## config.mk

```make
export PLATFORM = sky130hd
export DESIGN_NAME = su_fetch_seq
export DESIGN_NICKNAME = d
export VERILOG_FILES = /design/src/rtl/su_fetch_seq.sv
export SDC_FILE = /design/constraint.sdc
export NUM_CORES = 1
export LEC_CHECK = 0
export CAP_MARGIN = 10
export CORE_MARGIN = 2
export CORE_UTILIZATION = 48
export DETAILED_ROUTE_END_ITERATION = 8
export PLACE_DENSITY = 0.88
export SLEW_MARGIN = 20
export SYNTH_ARGS = -nofsm -noshare
export SYNTH_HDL_FRONTEND = slang
export SYNTH_SLANG_ARGS = --single-unit
```

## constraint.sdc

```tcl
create_clock -name clk -period 2.5 [get_ports clk]
set_clock_uncertainty 0.05 [all_clocks]
set_input_delay 0.625 -clock clk [delete_from_list [all_inputs] [get_ports clk]]
set_output_delay 0.625 -clock clk [all_outputs]
set_load 0.01 [all_outputs]
```

## src/rtl/su_fetch_seq.sv

```systemverilog
// MX11SU instruction fetch/sequence controller: fetches one opcode per instruction, holds it in insr,
// stalls on memory and LD/ST completion, takes interrupts only at instruction boundaries.
module su_fetch_seq #(
  parameter int unsigned MEM_WAIT_MAX = 15,
  parameter int unsigned LSU_WAIT_MAX = 15
) (
  input  logic       clk,
  input  logic       rst,
  input  logic       run,
  input  logic [7:0] mem_data,
  input  logic       mem_rdy,
  output logic       mem_req,
  input  logic       lsu_done,
  input  logic       irq,
  output logic       irq_ack,
  output logic [7:0] insr,
  output logic       insr_le,
  output logic       fetch,
  output logic       intr,
  output logic       ce_n,
  output logic       halted,
  output logic       fault
);

  typedef enum logic [2:0] {
    S_IDLE,
    S_FETCH,
    S_EXEC,
    S_INTR,
    S_HALT
  } state_t;

  localparam logic [7:0] MEM_LAST = 8'(MEM_WAIT_MAX - 1);
  localparam logic [7:0] LSU_LAST = 8'(LSU_WAIT_MAX - 1);

  state_t     state_q, state_d;
  logic [7:0] insr_q, insr_d;
  logic [7:0] wait_cnt_q, wait_cnt_d;
  logic       irq_pend_q, irq_pend_d;
  logic       fault_q, fault_d;

  logic       fetch_q, intr_q, irq_ack_q, ce_n_q, halted_q, mem_req_q;

  logic       is_ldst;
  assign is_ldst = (insr_q[7:4] == 4'hB);

  always_comb begin
    state_d    = state_q;
    insr_d     = insr_q;
    wait_cnt_d = 8'd0;
    irq_pend_d = irq_pend_q | irq;
    fault_d    = fault_q;

    case (state_q)
      S_IDLE: begin
        if (run) state_d = S_FETCH;
      end

      S_FETCH: begin
        if (mem_rdy) begin
          insr_d  = mem_data;
          state_d = S_EXEC;
        end else if (wait_cnt_q == MEM_LAST) begin
          fault_d = 1'b1;
          state_d = S_HALT;
        end else begin
          wait_cnt_d = wait_cnt_q + 8'd1;
        end
      end

      S_EXEC: begin
        if (is_ldst && !lsu_done) begin
          if (wait_cnt_q == LSU_LAST) begin
            fault_d = 1'b1;
            state_d = S_HALT;
          end else begin
            wait_cnt_d = wait_cnt_q + 8'd1;
          end
        end else if (irq_pend_q) begin
          state_d = S_INTR;
        end else if (insr_q == 8'hFF) begin
          state_d = S_HALT;
        end else if (!run) begin
          state_d = S_IDLE;
        end else begin
          state_d = S_FETCH;
        end
      end

      S_INTR: begin
        // A fresh irq arriving during the acknowledge cycle stays pending.
        irq_pend_d = irq;
        state_d    = run ? S_FETCH : S_IDLE;
      end

      S_HALT: begin
        if (!fault_q && irq_pend_q) state_d = S_INTR;
      end

      default: state_d = S_IDLE;
    endcase
  end

  // Decoder strobes are registered from the next state so they align with state_q.
  always_ff @(posedge clk) begin
    if (rst) begin
      state_q    <= S_IDLE;
      insr_q     <= 8'h00;
      wait_cnt_q <= 8'd0;
      irq_pend_q <= 1'b0;
      fault_q    <= 1'b0;
      fetch_q    <= 1'b0;
      intr_q     <= 1'b0;
      irq_ack_q  <= 1'b0;
      ce_n_q     <= 1'b1;
      halted_q   <= 1'b0;
      mem_req_q  <= 1'b0;
    end else begin
      state_q    <= state_d;
      insr_q     <= insr_d;
      wait_cnt_q <= wait_cnt_d;
      irq_pend_q <= irq_pend_d;
      fault_q    <= fault_d;
      fetch_q    <= (state_d == S_FETCH);
      intr_q     <= (state_d == S_INTR);
      irq_ack_q  <= (state_d == S_INTR);
      ce_n_q     <= (state_d == S_IDLE) || (state_d == S_HALT);
      halted_q   <= (state_d == S_HALT);
      mem_req_q  <= (state_d == S_FETCH);
    end
  end

  assign insr    = insr_q;
  assign insr_le = fetch_q & mem_rdy;
  assign fetch   = fetch_q;
  assign intr    = intr_q;
  assign irq_ack = irq_ack_q;
  assign ce_n    = ce_n_q;
  assign halted  = halted_q;
  assign mem_req = mem_req_q;
  assign fault   = fault_q;

endmodule

```

After elaboration in Yosys (flattened, before gate mapping)
Index checks and enable logic that the tools add are counted.
{"block": "word_totals", "ramBits": 0, "inputBits": 14, "latchBits": 0, "wordCells": 52, "out_inout_bits": 16, "mem_count": 0, "romBits": 0, "register_bits": 25}
{"block": "classes", "order_cmp": 0, "bitwise": 2, "n_shift": 0, "div": 0, "n_eq_ne": 12, "n_reduce_logical": 10, "addsub": 1, "n_mux": 18, "mul": 0}
{"operator": "2-to-1 mux 8 bit", "count": 3}
{"operator": "2-to-1 mux 3 bit", "count": 7}
{"operator": "one-hot mux 8 bit (2 select lines)", "count": 1}
{"operator": "one-hot mux 3 bit (5 select lines)", "count": 1}
{"operator": "equality test 3 x 2 -> 1 bit (second input constant)", "count": 3}
{"operator": "adder 8 x 1 -> 8 bit (second input constant)", "count": 1}
{"operator": "equality test 8 x 4 -> 1 bit (second input constant)", "count": 1}
{"operator": "equality test 8 bit (second input constant)", "count": 1}
{"operator": "equality test 3 x 1 -> 1 bit (second input constant)", "count": 2}
{"operator": "equality test 3 bit (second input constant)", "count": 2}
{"operator": "zero test 3 bit", "count": 2}
{"operator": "2-to-1 mux 1 bit", "count": 5}
{"operator": "equality test 4 bit (second input constant)", "count": 1}
{"operator": "inequality test 2 bit (second input constant)", "count": 2}
{"operator": "AND reduction 3 bit", "count": 1}
{"operator": "logical AND 1 bit", "count": 2}
{"operator": "zero test 1 bit", "count": 2}
{"operator": "one-hot mux 1 bit (2 select lines)", "count": 1}
{"operator": "AND reduction 2 bit", "count": 1}
{"operator": "nonzero test 2 bit", "count": 1}
{"operator": "AND 1 bit", "count": 1}
{"operator": "logical OR 1 bit", "count": 1}
{"operator": "bitwise OR 1 bit", "count": 1}

Logic depth before layout (Yosys ltp)
Gate-level depths: netlist of run 1.
{"block": "depth", "word_depth": 7, "mapped_depth": 7, "mapped_depth_nobuf": 6}

Worst setup path after synthesis of run 1
No wires, ideal clock.
{"block": "synth_timing", "path_kind": "input to register", "startpoint": "input port mem_rdy", "endpoint": "register mem_req_q, in the netlist mem_req", "path_stages": 3, "n_path_buf": 0, "arrival_ns": 1.595, "slack_ns": 0.751, "setup_ns": 0.103, "cell_sequence": "or3_1 -> o221a_4 -> a2111oi_2"}
{"block": "synth_via", "elab_chain_len": 3}
{"item": "from (decl)", "line_no": "11", "rtl": "input logic mem_rdy,"}
{"item": "2-to-1 mux 3 bit", "line_no": "60", "rtl": "if (mem_rdy) begin"}
{"item": "one-hot mux 3 bit (5 select lines)", "line_no": "54", "rtl": "case (state_q)"}
{"item": "equality test 3 x 1 -> 1 bit", "line_no": "129", "rtl": "mem_req_q <= (state_d == S_FETCH);"}
{"item": "to (signal assigned)", "line_no": "129"}
{"item": "to (decl)", "line_no": "42", "rtl": "logic fetch_q, intr_q, irq_ack_q, ce_n_q, halted_q, mem_req_q;"}
Every way passes these cells.
A chain may end at the register's enable or synchronous reset.

Worst setup path after layout of run 1
{"block": "layout_timing", "startpoint": "input port mem_rdy", "endpoint": "output port insr_le"}
{"block": "layout_via", "elab_chain_len": 1}
{"item": "AND 1 bit", "line_no": "134", "rtl": "assign insr_le = fetch_q & mem_rdy;"}
{"item": "to (decl)", "line_no": "17", "rtl": "output logic insr_le,"}
Every way passes these cells.

==> results of run 1 <==
[stage by stage]
stage,cell area [um^2],instances,hold slack (ns),power [mW]
CTS,1540,183,0.483,0.718
global route,1540,183,0.502,0.746
global placement,1510,179,0.436,0.547
finish,1540,183,0.474,0.715
floorplan,1230,126,0.412,0.499
detailed placement,1510,179,0.452,0.551
[worst max-delay path by stage]
stage	cells past startpoint	from	slack [ns]	endpoint
6_report	3	mem_rdy	0.07	insr_le
5_1_grt	3	mem_rdy	0.04	insr_le
4_1_cts	3	mem_rdy	0.06	insr_le
3_5_place_dp	3	mem_rdy	0.07	insr_le
3_3_place_gp	3	mem_rdy	0.08	insr_le
2_1_floorplan	3	mem_rdy	0.75	mem_req$_SDFF_PP0_
[area by class of cell]
class | count | area [um^2]
timing repair buffer | 31 | 305
clock buffer | 4 | 26.3
fill | 210 | 918
multi-input combinational | 92 | 663
inverter | 1 | 3.75
tap | 30 | 37.5
sequential | 25 | 500
[cells by family (layout without fill, tap and decap cells)]
kind of cell             count (synthesis)  in the layout  share of synthesized area [%]
XOR/XNOR                                 6              6                           4.28
flip-flops                              25             25                           40.7
AO/OA/AOI/OAI                           17             17                           11.9
AND/OR/NAND/NOR                         59             59                           29.2
multiplexers                             8              8                           6.52
buffers and inverters                    9             36                           5.29
adder cells (fa/ha/maj)                  2              2                           2.04
[registers in the layout (all words and copies together), names as in the netlist]
| name | cells |
|---|---|
| mem_req | 1 |
| insr | 8 |
| ce_n | 1 |
| irq_pend_q | 1 |
| state_q | 3 |
| halted | 1 |
| wait_cnt_q | 8 |
| fault | 1 |
| irq_ack | 1 |
[critical path: cells and delay by family]
family	cells	cell delay [ns]
buf+inv	2	1.00
simple gates	1	0.12
[cell usage in the layout (no fill, tap or decap), drive strengths merged, types with 2 or more instances in the layout]
cell	count
mux2i	8
and3	2
xor2	4
nand2	2
dfxtp	25
o221ai	2
a21oi	4
buf	2
or3	2
nor2	22
ha	2
a31oi	3
and2	3
nand3b	3
nand2b	3
a31o	2
xnor2	2
clkdlybuf4s50	29
clkbuf	4
nor2b	3
nand3	4
nand4	5
[power by group]
part	internal [mW]	switching (mW)
clock	0.0622	0.111
sequential	0.412	0.0161
combinational	0.0685	0.0456
total	0.543	0.172
[routing by layer]
layer / track usage, % / vias up / routed length, um
met1: 21.7 / 485 / 999
li1: - / 505 / -
met5: 0 / - / 0
met3: 2.73 / 2 / 105
met4: 7.08 / 0 / 14
met2: 37.3 / 24 / 1380
==> out/summary.txt, run 1 <==
critical path fanouts, max: 2
setup violators final: 0
CP max stage delay: 0.52 ns
nets: 170
Port Buffers: 29
cell at the slowest stage of the critical path: clkdlybuf4s50_1
final worst slack: 0.0728 ns
total CTS buffers: 3
Hold Crit Endpoint: wait_cnt_q[0]$_SDFF_PP0_
worst setup path class: primary input to output port
buffer count from post-CTS setup fixing: 0
R2R Path Start: wait_cnt_q[0]$_SDFF_PP0_
Slew Viols, Final: 0
layout cells sized above 1: 14.4%
vias: 1016
post-detail-place hpwl: 1.96 mm
first-pass GRT wire length: 4.21 mm
period utilisation layout: 97.1%
clk root buf: clkbuf_4
sequential fraction of the synthesis area: 40.7%
CP startpoint kind: primary input
flops & latches, synth: 25
CTS clock-pin slew for the worst setup and hold paths: 0.12 ns
Initial Utilization: 50.1%
hold path start: wait_cnt_q[0]$_SDFF_PP0_
Leak: 0.530 nW
Hold Path Class: flop to flop
DRC viols: 0
final core utilization: 62.6%
Post-synth top flop: dfxtp_1
Final min period: 2.43 ns
unique cell type count in the Yosys netlist: 44
R2R Setup Slk: 0.63 ns
Slew HR: 71.8%
Critical Path RT: 1.82 ns
Hold Path Stages: 1
Least-Margin Pin Slew: 0.422 ns
final WL: 2.49 mm
setup TNS: 0 ns
crit-path most repeated cell: clkdlybuf4s50_1
hold_buf cts: 0
vias in the first global route: 990
CP cell instances: clkdlybuf4s50_1, and2_1, clkdlybuf4s50_1
Post-synth EDFFs: 0
Die Span Y: 54.6 um
Avg Synthesized Cell Area: 9.75 um^2
YS warnings: 0
Async S/R FF share, synth: 0%
reg-to-reg endpoint: wait_cnt_q[5]$_SDFF_PP0_
Clock Latency Late Sink: 0.31 ns
share of the synthesized area in the top cell type: 40.7%
ranking of synthesized cells by area: dfxtp_1 (41%), mux2i_1 (6.5%), nor2_1 (4.3%)
Final Hold Viols: 0
area grow syn2layout: 25.1%
cell area after synthesis: 1230 um^2
CTS tree: built
post-synth top area cell: dfxtp_1
total global routing overflow: 0
P per Cell Area: 465 nW/um^2
largest net degree at the start of global routing: 18
die width: 54.6 um
# rows: 18
core box area: 2450 um^2
Crit. End Element: output port
initial antenna violation count: 0
Max-Cap Viols: 0
top-count cell post-synth: dfxtp_1
Diodes inserted: 0
most common library cells after synthesis: dfxtp_1 (25), nor2_1 (14), mux2i_1 (8), nor2_2 (8), nand4_1 (5)
drt initial violations: 23
status: completed
Final ANT Viol Nets: 0
pre-CTS WS: 0.0702 ns
I/O pin total: 30
Final Wtd Congestion: 0.850
Tot GR Track Use: 19.6%
clk sinks: 25
DR WL/cell: 13.6 um
H-tree depth: 1
fmax: 412 MHz
die footprint: 2980 um^2
syn_nets: 142
Detailed Routing Iterations Pass 1: 4
Synth Instances: 126
Worst Reg-to-Reg Cells: 6
post-CTS resize count: 0
arrival time at the worst endpoint: 1.75 ns
Via-to-Cell Ratio: 5.55
Max Root-Sink Buffers: 2
RSZ-0062 raised after global routing: no
Worst VDD drop: 0.448 mV
(Power assumes the default switching activity.)
==> run 2: changes to the inputs <==
--- a/config.mk
+++ b/config.mk
@@ -10,7 +10,6 @@
 export CORE_UTILIZATION = 48
 export DETAILED_ROUTE_END_ITERATION = 8
 export PLACE_DENSITY = 0.88
-export SLEW_MARGIN = 20
 export SYNTH_ARGS = -nofsm -noshare
 export SYNTH_HDL_FRONTEND = slang
 export SYNTH_SLANG_ARGS = --single-unit
==> results of run 2 <==
Final layout, timing and power as in run 1 (identical DEF).
